$ cat src/rtl/alu_pkg.sv
// Shared definitions for the ALU front-end: opcode encodings, FSM state
// encodings and the opcode legality check used when loading an opcode.
package alu_pkg;

  localparam int OPC_W = 6;

  localparam logic [OPC_W-1:0] OP_ADD = 6'b100000;
  localparam logic [OPC_W-1:0] OP_SUB = 6'b100010;
  localparam logic [OPC_W-1:0] OP_AND = 6'b100100;
  localparam logic [OPC_W-1:0] OP_OR  = 6'b100101;
  localparam logic [OPC_W-1:0] OP_XOR = 6'b100110;
  localparam logic [OPC_W-1:0] OP_SRA = 6'b000011;
  localparam logic [OPC_W-1:0] OP_SRL = 6'b000010;
  localparam logic [OPC_W-1:0] OP_NOR = 6'b100111;

  typedef enum logic [1:0] {
    S_WAIT_A  = 2'b00,
    S_WAIT_B  = 2'b01,
    S_WAIT_OP = 2'b10,
    S_READY   = 2'b11
  } state_e;

  // True only for the eight opcodes the ALU implements.
  function automatic logic is_legal_opcode(input logic [OPC_W-1:0] op);
    case (op)
      OP_ADD, OP_SUB, OP_AND, OP_OR,
      OP_XOR, OP_SRA, OP_SRL, OP_NOR: return 1'b1;
      default:                        return 1'b0;
    endcase
  endfunction

endpackage

$ cat src/rtl/button_debounce.sv
// One push-button: 2-FF synchronizer, counter-based debouncer that accepts a
// level change after DEBOUNCE_CYCLES stable cycles, and a one-cycle pulse on
// each accepted rising edge. Releases never produce a pulse.
module button_debounce #(
  parameter int DEBOUNCE_CYCLES = 2,
  parameter int NB_DEB_CNT      = 8
) (
  input  logic i_clk,
  input  logic i_reset,
  input  logic i_btn,
  output logic o_event
);

  localparam logic [NB_DEB_CNT-1:0] CNT_LAST = NB_DEB_CNT'(DEBOUNCE_CYCLES - 1);

  logic [1:0]            sync_q;
  logic                  deb_q;
  logic                  deb_dly_q;
  logic [NB_DEB_CNT-1:0] cnt_q;
  logic                  sync_lvl;

  assign sync_lvl = sync_q[1];

  // Synchronize, debounce and delay the debounced level for edge detection.
  // NOTE: all state here uses non-blocking assignments so every register
  // samples pre-edge values, exactly like the flops it describes.
  always_ff @(posedge i_clk or posedge i_reset) begin
    if (i_reset) begin
      sync_q    <= '0;
      deb_q     <= 1'b0;
      deb_dly_q <= 1'b0;
      cnt_q     <= '0;
    end else begin
      sync_q    <= {sync_q[0], i_btn};
      deb_dly_q <= deb_q;
      if (sync_lvl == deb_q) begin
        cnt_q <= '0;
      end else if (cnt_q == CNT_LAST) begin
        deb_q <= sync_lvl;
        cnt_q <= '0;
      end else begin
        cnt_q <= cnt_q + NB_DEB_CNT'(1);
      end
    end
  end

  assign o_event = deb_q & ~deb_dly_q;

endmodule

$ cat src/rtl/alu_load_ctrl.sv
// ALU front-end controller: debounces the four buttons, then sequences the
// loading of operand A, operand B and opcode from the shared switch bank and
// issues a registered one-cycle execute strobe when the result is requested.
module alu_load_ctrl
  import alu_pkg::*;
#(
  parameter int NB_OPERANDO     = 8,
  parameter int NB_OPCODE       = 6,
  parameter int DEBOUNCE_CYCLES = 2,
  parameter int NB_DEB_CNT      = 8
) (
  input  logic                   i_clk,
  input  logic                   i_reset,
  input  logic [NB_OPERANDO-1:0] i_switch,
  input  logic                   i_boton_1,
  input  logic                   i_boton_2,
  input  logic                   i_boton_3,
  input  logic                   i_boton_4,
  output logic [NB_OPERANDO-1:0] o_dato_a,
  output logic [NB_OPERANDO-1:0] o_dato_b,
  output logic [NB_OPCODE-1:0]   o_opcode,
  output logic                   o_exec,
  output logic [1:0]             o_state,
  output logic                   o_error
);

  logic [3:0] btn;
  logic [3:0] ev;

  assign btn = {i_boton_4, i_boton_3, i_boton_2, i_boton_1};

  for (genvar i = 0; i < 4; i++) begin : g_deb
    button_debounce #(
      .DEBOUNCE_CYCLES (DEBOUNCE_CYCLES),
      .NB_DEB_CNT      (NB_DEB_CNT)
    ) u_deb (
      .i_clk   (i_clk),
      .i_reset (i_reset),
      .i_btn   (btn[i]),
      .o_event (ev[i])
    );
  end

  state_e                 state_q;
  logic [NB_OPERANDO-1:0] dato_a_q;
  logic [NB_OPERANDO-1:0] dato_b_q;
  logic [NB_OPCODE-1:0]   opcode_q;
  logic                   exec_q;
  logic                   error_q;
  logic                   op_legal;

  assign op_legal = is_legal_opcode(OPC_W'(i_switch[NB_OPCODE-1:0]));

  // Load sequencer: only the highest-priority event (e1 > e2 > e3 > e4) acts.
  // NOTE: reset puts every output register in a defined state, so the ALU
  // never sees undefined operands or a spurious strobe after power-up.
  always_ff @(posedge i_clk or posedge i_reset) begin
    if (i_reset) begin
      state_q  <= S_WAIT_A;
      dato_a_q <= '0;
      dato_b_q <= '0;
      opcode_q <= NB_OPCODE'(OP_ADD);
      exec_q   <= 1'b0;
      error_q  <= 1'b0;
    end else begin
      exec_q <= 1'b0;
      if (ev[0]) begin
        dato_a_q <= i_switch;
        state_q  <= S_WAIT_B;
        error_q  <= 1'b0;
      end else if (ev[1]) begin
        if (state_q == S_WAIT_A) begin
          error_q <= 1'b1;
        end else begin
          dato_b_q <= i_switch;
          if (state_q == S_WAIT_B) state_q <= S_WAIT_OP;
        end
      end else if (ev[2]) begin
        if ((state_q == S_WAIT_OP || state_q == S_READY) && op_legal) begin
          opcode_q <= i_switch[NB_OPCODE-1:0];
          state_q  <= S_READY;
        end else begin
          error_q <= 1'b1;
        end
      end else if (ev[3]) begin
        if (state_q == S_READY) exec_q  <= 1'b1;
        else                    error_q <= 1'b1;
      end
    end
  end

  assign o_dato_a = dato_a_q;
  assign o_dato_b = dato_b_q;
  assign o_opcode = opcode_q;
  assign o_exec   = exec_q;
  assign o_state  = state_q;
  assign o_error  = error_q;

endmodule

$ cat config.mk
export PLATFORM = sky130hd
export DESIGN_NAME = alu_load_ctrl
export DESIGN_NICKNAME = d
export VERILOG_FILES = /design/src/rtl/alu_pkg.sv /design/src/rtl/button_debounce.sv /design/src/rtl/alu_load_ctrl.sv
export SDC_FILE = /design/constraint.sdc
export NUM_CORES = 1
export LEC_CHECK = 0
export BUFFER_PORTS_ARGS = -buffer_cell sky130_fd_sc_hd__buf_4
export CORE_ASPECT_RATIO = 0.5
export CORE_MARGIN = 2
export CORE_UTILIZATION = 57
export DETAILED_ROUTE_END_ITERATION = 12
export PLACE_DENSITY = 0.89
export SLEW_MARGIN = 5
export SYNTH_ARGS = -nofsm -noshare
export SYNTH_HDL_FRONTEND = slang
export SYNTH_HIERARCHICAL = 1
export SYNTH_SLANG_ARGS = --single-unit
$ cat constraint.sdc
create_clock -name i_clk -period 2.1 [get_ports i_clk]
set_input_delay 0.21 -clock i_clk [delete_from_list [all_inputs] [get_ports i_clk]]
set_output_delay 0.21 -clock i_clk [all_outputs]
set_load 0.005 [all_outputs]
==> results.md, run 1 <==
* Outcome: finished, final reports clean
* Final Hold Fails at 0
* Final WL at 6.82 mm
* Initial Utilization at 59.2%
* Placed Area at 0.00366 sq mm
* Fin cells at 393
* CP Capture Type: flip-flop
* Clock root cell: clkbuf_16
* Port bufs at 39
* Clk_skew at 0.00684 ns
* Core box area at 0.00549 sq mm
* Clock Sinks at 74
* Number of top-level pins at 40
* Seq pwr share at 40.4%
* Num CTS Buffers at 9
* Register area share after synthesis at 57.0%
* Reg2reg path depth at 5
* Fmax at 538 MHz
* Pleak at 1.77 nW
* Clock power share at 27.7%
* RSZ-0062 raised after global routing: no
* Slew Limit Fails at 0
* RR Endpoint: g_deb[2].u_deb/deb_q
* Congestion Overflow GR at 0
* Chip Width at 111 microns
* Post-Syn Area at 0.00325 sq mm
* Starting DRT DRC Count at 215
* Vias in the first global route at 2317
* Internal at 0.00363 W
* CP arrival at 2.07 ns
* Hold endpoint: o_dato_a[7]
* WS Path Type: flip-flop to flip-flop
* Count of different cell masters after synthesis at 32
* Pin count of the biggest net entering global routing at 27
* DRC violations left at 0
* Sw frac at 31.6%
* Crit path max fanout at 5
* HP Class: input port to flip-flop
* Post-CTS sizing at 0
* Antenna Cells at 0
* Dpl cells at 372
* CTS Buffer Depth at 2
* Die ar. at 0.00636 sq mm
* Crit-path cells: inv_1, ha_1, or4b_4, nor4_2, mux2_2
* Total number of vias at 2195
* Switching power at 0.00168 W
* Synth Instances at 258
* Number of synthesized register bits at 74
* CTS tree: yes
* Pwr dens at 1330 mW/mm^2
* Max VDD drop at 0.851 mV
* WL/cell at 17.4 microns
* Reg-to-reg slack, setup at 0.24 ns
* Cell family with most CP delay: simple AND/OR/NAND/NOR gates
* WHS Path Cells at 2
* Max cap viols at 0
* Type of origin of the critical path: flip-flop
* Chip height at 57.4 microns
* First-pass DRT Iterations at 6
* R2r startpoint: g_deb[2].u_deb/cnt_q[1]
* Combinational group share of total power at 31.8%
* First-pass GRT wire length at 11.5 mm
* Placer Congestion at 0.814
* Latest clock arrival within the worst-skew pair at 0.33 ns
* Worst Max-Slew Pin Slew at 0.535 ns
* Nets at 337
* Syn-to-layout area delta at 22.8%
* Fillcell total at 323
* H-tree levels at 3
* Worst path bufs/invs at 1
* Antenna Violating Nets Remaining at 0
* Fin area at 0.00399 sq mm
* Final setup fails at 0
* HPWL after detailed placement at 4.51 mm
* Setup_tns at 0 ns
* Syn nets at 280
* Total global-route track usage at 23.7%
* Worst-path clk slew at 0.06 ns
* Tmin final at 1.86 ns
* Placement Rows at 19
* Slew headroom at 64.2%
* Final period util at 88.5%
* Layout cells sized above 1 at 31.3%
* Critical path required time at 2.31 ns
* Synth warn at 6
* Vias per cell at 5.59
* Initial antenna violation count at 0
* Syn Area/Cell at 12.6 sq um
* Largest stage delay, worst path at 0.49 ns
* Worst hold start: i_switch[7]
* Slowest CP cell: or4b_4
-- registers in the layout, summed over array words and instances (netlist names) --
signal and cells:
g_deb.u_deb/cnt_q 32, g_deb.u_deb/sync_q 8, o_dato_a 8, o_dato_b 8, o_opcode 6, g_deb.u_deb/deb_dly_q 4, g_deb.u_deb/deb_q 4, o_state 2
o_error 1, o_exec 1
-- worst register-to-register path, cell delays in order, from the launching register on --
cell and delay, ns:
dfrtp_1 0.42, inv_1 0.11, ha_1 0.16, or4b_4 0.49
nor4_2 0.19, mux2_2 0.38
-- kinds of logic after synthesis --
group	Yosys count	synth area share (%)
and+or+nand+nor	82	15.8
DFF	74	57.0
AOI/OAI and AO/OA	38	9.12
muxes	24	8.77
xor gates and xnor gates	16	4.31
buffers and inverters	16	1.92
adders and majority gates	8	3.08
-- layout by cell type (no fill, tap or decap) --
| master | synthesis | layout |
|---|---|---|
| nand3_4 | 1 | 1 |
| and2_2 | 2 | 2 |
| inv_1 | 14 | 14 |
| nand2b_1 | 1 | 1 |
| bufinv_16 | 0 | 1 |
| o211ai_2 | 1 | 1 |
| nand3_1 | 17 | 17 |
| dfstp_2 | 1 | 1 |
| o41ai_4 | 4 | 4 |
| a21boi_0 | 1 | 1 |
| a21o_1 | 1 | 1 |
| ha_1 | 8 | 8 |
| or4b_4 | 4 | 4 |
| clkbuf_1 | 0 | 2 |
| nor2b_1 | 5 | 5 |
| clkinvlp_4 | 0 | 2 |
| mux2_2 | 20 | 20 |
| a311oi_1 | 1 | 1 |
| and2_1 | 4 | 4 |
| a21oi_1 | 16 | 16 |
| xnor2_1 | 8 | 8 |
| buf_4 | 0 | 43 |
| nor3_1 | 1 | 1 |
| nor3b_1 | 2 | 2 |
| nand4_1 | 4 | 4 |
| clkinv_2 | 0 | 2 |
| mux2_4 | 4 | 4 |
| xor2_1 | 8 | 8 |
| o21ai_0 | 14 | 14 |
| nor3_4 | 1 | 1 |
| nand2_2 | 1 | 1 |
| clkbuf_16 | 0 | 9 |
| nor4_2 | 4 | 4 |
| nand2_1 | 4 | 4 |
| dlygate4sd3_1 | 0 | 5 |
| nor2_1 | 19 | 19 |
| or3_1 | 12 | 12 |
| dfrtp_1 | 73 | 73 |
-- area by class of cell --
| cell class | count | area, sq um | area share, % |
|---|---|---|---|
| Clock inverter | 5 | 55.1 | 1.38 |
| Multi-Input combinational cell | 168 | 1340 | 33.5 |
| Tap cell | 73 | 91.3 | 2.29 |
| Timing Repair Buffer | 48 | 373 | 9.34 |
| Clock buffer | 11 | 233 | 5.83 |
| Inverter | 14 | 52.6 | 1.32 |
| Sequential cell | 74 | 1850 | 46.4 |
-- power by group through the flow --
stage               logic, W  registers, W  clock network [W]
floorplan            0.00104       0.00210                  0
CTS                  0.00170       0.00214            0.00150
detailed placement   0.00165       0.00216                  0
global route         0.00183       0.00220            0.00156
global placement     0.00155       0.00211                  0
finish               0.00169       0.00215            0.00147
-- layer usage --
layer  track usage [%]  up-vias  wire [microns]
li1                  -     1022               -
met1              27.9     1101            2830
met2              42.0       63            3520
met3              8.29        9             380
met4              7.50        0              88
met5                 0        -               0
-- timing repair --
item / in CTS / in global routing
endpoints found under the hold margin: 62 / 0
hold buffers: 5 / 0
setup buffers: 0 / 0
-- synth_stat cells --
library cell	instances	area, sq um
nand2b_1	1	6.26
a21oi_1	16	80.1
nand4_1	4	25.0
nand3_4	1	17.5
nor2b_1	5	31.3
a21o_1	1	7.51
a311oi_1	1	8.76
mux2_2	20	225
o211ai_2	1	12.5
o21ai_0	14	70.1
nor4_2	4	50.1
nand2_2	1	6.26
buf_2	2	10.0
xor2_1	8	70.1
nor3b_1	2	15.0
nand3_1	17	85.1
xnor2_1	8	70.1
or3_1	12	75.1
dfrtp_1	73	1830
nand2_1	4	15.0
ha_1	8	100
mux2_4	4	60.1
o41ai_4	4	110
and2_1	4	25.0
nor2_1	19	71.3
nor3_1	1	5.00
or4b_4	4	55.1
and2_2	2	15.0
dfstp_2	1	26.3
a21boi_0	1	7.51
nor3_4	1	16.3
inv_1	14	52.6
-- worst max path at each step --
stage	startpoint	endpoint	depth (start not counted)
finish	g_deb[2].u_deb/cnt_q[1]	g_deb[2].u_deb/deb_q	5
global route	g_deb[3].u_deb/cnt_q[1]	g_deb[3].u_deb/cnt_q[4]	5
CTS	g_deb[2].u_deb/cnt_q[1]	g_deb[2].u_deb/deb_q	5
detailed placement	g_deb[3].u_deb/cnt_q[1]	g_deb[3].u_deb/deb_q	5
global placement	g_deb[0].u_deb/cnt_q[1]	g_deb[0].u_deb/cnt_q[2]	5
floorplan	g_deb[0].u_deb/cnt_q[1]	g_deb[0].u_deb/deb_q	5
-- metrics by stage --
| stage | setup slack, ns | hold WS, ns | util (%) | total power (W) |
|---|---|---|---|---|
| finish | 0.242 | 0.125 | 72.7 | 0.00531 |
| floorplan | 0.439 | 0.0747 | - | 0.00314 |
| detailed placement | 0.327 | 0.269 | 66.6 | 0.00380 |
| global placement | 0.410 | 0.264 | 66.6 | 0.00366 |
| global route | 0.183 | 0.117 | 72.7 | 0.00560 |
| CTS | 0.259 | 0.114 | 72.7 | 0.00534 |
No activity file was read; power rests on OpenSTA's default activity.
==> run 2, diff against run 1 <==
--- a/config.mk
+++ b/config.mk
@@ -6,11 +6,11 @@
 export NUM_CORES = 1
 export LEC_CHECK = 0
 export BUFFER_PORTS_ARGS = -buffer_cell sky130_fd_sc_hd__buf_4
-export CORE_ASPECT_RATIO = 0.5
+export CORE_ASPECT_RATIO = 1.75
 export CORE_MARGIN = 2
 export CORE_UTILIZATION = 57
 export DETAILED_ROUTE_END_ITERATION = 12
-export PLACE_DENSITY = 0.89
+export PLACE_DENSITY = 0.75
 export SLEW_MARGIN = 5
 export SYNTH_ARGS = -nofsm -noshare
 export SYNTH_HDL_FRONTEND = slang
==> run 2 against run 1 <==
Combinational power down 5%. Highest routed layer unchanged. Largest power group unchanged. First-iteration DRC count fell by 63%. Total power is 10% lower.
==> results.md, run 2 (synthesized netlist as in run 1, its figures left out) <==
* Outcome: finished, final reports clean
* DP Worst Slack at 0.331 ns
* Post-Route M1 WL at 2.23 mm
* CTS Buffer Depth at 2
* Clk_skew at 0.00547 ns
* Tot Pwr at 0.00476 W
* Met2 routed WL at 3.05 mm
* WS Path Type: flip-flop to flip-flop
* Max VDD drop at 0.684 mV
* Fmax at 560 MHz
* Hold slack at 0.110 ns
* Die ar. at 0.00635 sq mm
* Latest clock arrival within the worst-skew pair at 0.34 ns
* Vias per cell at 5.31
* HPWL after detailed placement at 4.07 mm
* Crit path max fanout at 5
* CP Capture Type: flip-flop
* CTS tree: yes
* Type of origin of the critical path: flip-flop
* Slew headroom at 66.0%
* Chip height at 104 microns
* Commonest non-fill, non-tap cell in the layout: dfrtp_1
* Pwr dens at 1220 mW/mm^2
* Final WS setup at 0.313 ns
* Dpl cells at 376
* Largest register FFs at 32
* Chip Width at 61.1 microns
* Syn-to-layout area delta at 20.0%
* Clock root cell: clkbuf_8
* Final period util at 85.1%
* First-pass GRT wire length at 9.03 mm
* Top reg by flops: g_deb.u_deb/cnt_q
* H-tree levels at 3
* Setup_tns at 0 ns
* Final Hold Fails at 0
* Largest stage delay, worst path at 0.49 ns
* Final WL at 5.56 mm
* RSZ-0062 raised after global routing: no
* Antenna Violating Nets Remaining at 0
* Worst Max-Slew Pin Slew at 0.508 ns
* Cell family with most CP delay: simple AND/OR/NAND/NOR gates
* Congestion Overflow GR at 0
* Antenna Cells at 0
* Layout cells sized above 1 at 31.3%
* Initial antenna violation count at 0
* Tmin final at 1.79 ns
* Crit-path cells: inv_1, ha_1, or4b_4, nor4_2, mux2_2
* Port bufs at 39
* Critical path required time at 2.32 ns
* Slowest CP cell: or4b_4
* CP arrival at 2.01 ns
* First-pass DRT Iterations at 4
* Starting DRT DRC Count at 79
* Worst-path clk slew at 0.07 ns
* Total number of vias at 2103
* Placement Rows at 36
* Max cap viols at 0
* Fin cells at 396
* Num CTS Buffers at 9
* Most frequent cells in the layout: dfrtp_1, buf_4, mux2_2
* Post-CTS sizing at 0
* Clock Sinks at 74
* Number of top-level pins at 40
* Total global-route track usage at 19.3%
* HP Class: input port to flip-flop
* Worst path bufs/invs at 1
* Met3 wire len at 217 microns
* WL/cell at 14.0 microns
* Final setup fails at 0
* DRC violations left at 0
* Top layer in use: met4
* Slew Limit Fails at 0
* Initial Utilization at 58.7%
* Vias in the first global route at 2073
* Pleak at 1.74 nW
* Placer Congestion at 0.734
* Nets at 338
* Pin count of the biggest net entering global routing at 27
* Core box area at 0.00554 sq mm
[run 2: cell count changes in the layout (fill, tap and decap cells not counted)]
cell	before	now
clkbuf_16	9	0
clkinvlp_4	2	0
buf_4	43	44
clkbuf_8	0	10
[run 2: worst paths after layout]
kind	from	to	slack (ns)	cells past startpoint
worst min-delay path	i_switch[6]	o_dato_b[6]	0.11	2
min in group asynchronous	i_reset	g_deb[3].u_deb/cnt_q[5]	0.45	3
max in group asynchronous	i_reset	o_opcode[5]	1.31	4
worst max-delay path	g_deb[2].u_deb/cnt_q[1]	g_deb[2].u_deb/deb_q	0.31	5
worst min register to register	g_deb[0].u_deb/sync_q[0]	g_deb[0].u_deb/sync_q[1]	0.35	0
worst max register to register	g_deb[2].u_deb/cnt_q[1]	g_deb[2].u_deb/deb_q	0.31	5
[run 2: stage by stage]
stage               area, sq um  util [%]
global route               3900      70.4
detailed placement         3670      66.2
floorplan                  3250         -
finish                     3900      70.4
CTS                        3900      70.4
global placement           3670      66.2
[run 2: final cells by class]
type	count	area (sq um)
clock buffer	12	145
clock inverter	3	40.0
fill	424	1640
inverter	14	52.6
multi-input combinational	168	1340
sequential	74	1850
tap	76	95.1
timing repair buffer	49	380
[run 2: where the power goes]
part	total, W	internal (W)	switching (W)	leakage [nW]
Combinational	0.00161	0.000914	0.000699	0.698
Sequential	0.00211	0.00181	0.000307	0.942
Clock	0.00104	0.000572	0.000465	0.0962
Total	0.00476	0.00329	0.00147	1.74
[run 2: metal layers]
metal	vias to the layer above	GRT usage (%)
li1	1028	-
met1	1025	20.6
met2	44	33.2
met3	6	6.22
met4	0	7.92
met5	-	0
[run 2: worst register-to-register path, cell delays in order, from the launching register on]
cell and delay [ns]:
dfrtp_1 0.43, inv_1 0.08, ha_1 0.13, or4b_4 0.49, nor4_2 0.19, mux2_2 0.36
[run 2: what timing repair did]
| item | CTS | global route |
|---|---|---|
| endpoints found under the hold margin | 77 | 0 |
| hold buffers | 5 | 0 |
| buffers inserted | 0 | 0 |
==> run 3, diff against run 2 <==
--- a/config.mk
+++ b/config.mk
@@ -7,10 +7,11 @@
 export LEC_CHECK = 0
 export BUFFER_PORTS_ARGS = -buffer_cell sky130_fd_sc_hd__buf_4
 export CORE_ASPECT_RATIO = 1.75
-export CORE_MARGIN = 2
+export CORE_MARGIN = 8
 export CORE_UTILIZATION = 57
 export DETAILED_ROUTE_END_ITERATION = 12
-export PLACE_DENSITY = 0.75
+export GPL_TIMING_DRIVEN = 1
+export PLACE_DENSITY_LB_ADDON = 0.12
 export SLEW_MARGIN = 5
 export SYNTH_ARGS = -nofsm -noshare
 export SYNTH_HDL_FRONTEND = slang
==> run 3 against run 2 <==
Clock skew is 0.00099 ns lower. Core utilization fell by 0.75 points. Combinational power barely moved. Final cell count fell by 1.0%. Non-clock buffer count shrank 2. Hold slack improved by 0.0092 ns.
==> results.md, run 3 (synthesized netlist as in run 1, its figures left out) <==
* Nets at 336
* Final Hold Fails at 0
* Congestion Overflow GR at 0
* Sw frac at 31.0%
* Tot Pwr at 0.00460 W
* Total global-route track usage at 14.8%
* Outcome: finished, final reports clean
* Crit path max fanout at 7
* Starting DRT DRC Count at 59
* Core box area at 0.00554 sq mm
* Commonest non-fill, non-tap cell in the layout: dfrtp_1
* Chip height at 116 microns
* DRC violations left at 0
* Pin count of the biggest net entering global routing at 27
* First-pass GRT wire length at 9.76 mm
* Setup_tns at 0 ns
* WL/cell at 14.4 microns
* HP Class: input port to flip-flop
* Max VDD drop at 0.704 mV
* HPWL after detailed placement at 4.21 mm
* Chip Width at 73.1 microns
* Worst Max-Slew Pin Slew at 0.472 ns
* Clock Sinks at 74
* Final WS setup at 0.328 ns
* Num CTS Buffers at 9
* Placement Rows at 36
* Slew Limit Fails at 0
* Largest register FFs at 32
* Seq pwr share at 45.6%
* DP Worst Slack at 0.320 ns
* CTS Buffer Depth at 2
* Type of origin of the critical path: flip-flop
* Slew headroom at 68.5%
* Most frequent cells in the layout: dfrtp_1, buf_4, mux2_2
* Clock power share at 19.9%
* Critical path required time at 2.30 ns
* Post-CTS Setup Bufs at 0
* Pleak at 1.71 nW
* Die ar. at 0.00847 sq mm
* H-tree levels at 3
* First-pass DRT Iterations at 4
* Layout cells sized above 1 at 30.4%
* Final setup fails at 0
* Clock root cell: clkbuf_8
* Top reg by flops: g_deb.u_deb/cnt_q
* Final period util at 84.4%
* Number of top-level pins at 40
* Antenna Violating Nets Remaining at 0
* Switching power at 0.00143 W
* Worst-path clk slew at 0.07 ns
* Antenna Cells at 0
* Fmax at 564 MHz
* CP arrival at 1.97 ns
* Max cap viols at 0
* Syn-to-layout area delta at 18.7%
* Combinational group share of total power at 34.4%
* Vias per cell at 5.41
* Vias in the first global route at 2225
* Initial Utilization at 58.7%
* Clk_skew at 0.00447 ns
* Initial antenna violation count at 0
* Dpl cells at 374
* RSZ-0062 raised after global routing: no
* Fin cells at 392
* WS Path Type: flip-flop to flip-flop
* Pwr dens at 1190 mW/mm^2
* Port bufs at 39
* Internal at 0.00318 W
* Placer Congestion at 0.828
* Latest clock arrival within the worst-skew pair at 0.33 ns
* CTS tree: yes
* Total number of vias at 2120
* Final WL at 5.64 mm
* Tmin final at 1.77 ns
* CP Capture Type: flip-flop
* Finished Core Util at 69.7%
## run 3: changes by cell type in the layout (fill, tap and decap cells not counted)
cell	change
buf_4	-2
clkinv_2	-2
bufinv_16	-1
clkbuf_8	+1
## run 3: metal layers
layer	vias up	GRT usage [%]	wire (microns)
met5	-	0	0
met4	0	8.33	89
met3	8	5.29	363
met2	46	25.6	2950
met1	1045	14.9	2230
li1	1021	-	-
## run 3: power by group through the flow
stage | registers, W | clock network [W] | logic [W]
finish | 0.00210 | 0.000918 | 0.00158
global route | 0.00216 | 0.000995 | 0.00178
CTS | 0.00211 | 0.000944 | 0.00163
detailed placement | 0.00214 | 0 | 0.00162
global placement | 0.00211 | 0 | 0.00157
floorplan | 0.00210 | 0 | 0.00104
## run 3: worst max-delay path, stage by stage, from the launching register on
cell	delay (ns)
dfrtp_1	0.42
inv_1	0.08
ha_1	0.14
or4b_4	0.49
o41ai_4	0.41
nor2_1	0.10
## run 3: stage by stage
| stage | hold WS (ns) | area [sq um] |
|---|---|---|
| after floorplan | 0.0747 | 3250 |
| after global placement | 0.274 | 3650 |
| after detailed placement | 0.281 | 3650 |
| after CTS | 0.101 | 3860 |
| after global routing | 0.100 | 3860 |
| final | 0.119 | 3860 |
## run 3: layout make-up
type / instances / area (sq um)
tap: 76 / 95.1
clock buffer: 13 / 159
timing repair buffer: 47 / 365
inverter: 14 / 52.6
sequential: 74 / 1850
fill: 417 / 1680
multi-input combinational: 168 / 1340
## run 3: worst paths after layout
kind | to | slack (ns) | start | cells past startpoint
max | g_deb[3].u_deb/cnt_q[2] | 0.33 | g_deb[3].u_deb/cnt_q[1] | 5
min | o_dato_b[7] | 0.12 | i_switch[7] | 2
max reg2reg | g_deb[3].u_deb/cnt_q[2] | 0.33 | g_deb[3].u_deb/cnt_q[1] | 5
min reg2reg | g_deb[2].u_deb/sync_q[1] | 0.34 | g_deb[2].u_deb/sync_q[0] | 0
max in group asynchronous | o_opcode[5] | 1.28 | i_reset | 4
min in group asynchronous | g_deb[0].u_deb/cnt_q[0] | 0.48 | i_reset | 3
## run 3: timing repair
item,4_1_cts,5_1_grt
gates resized for setup,0,0
endpoints found under the setup margin,0,0
hold endpoints to repair,77,0
hold buffers,5,0
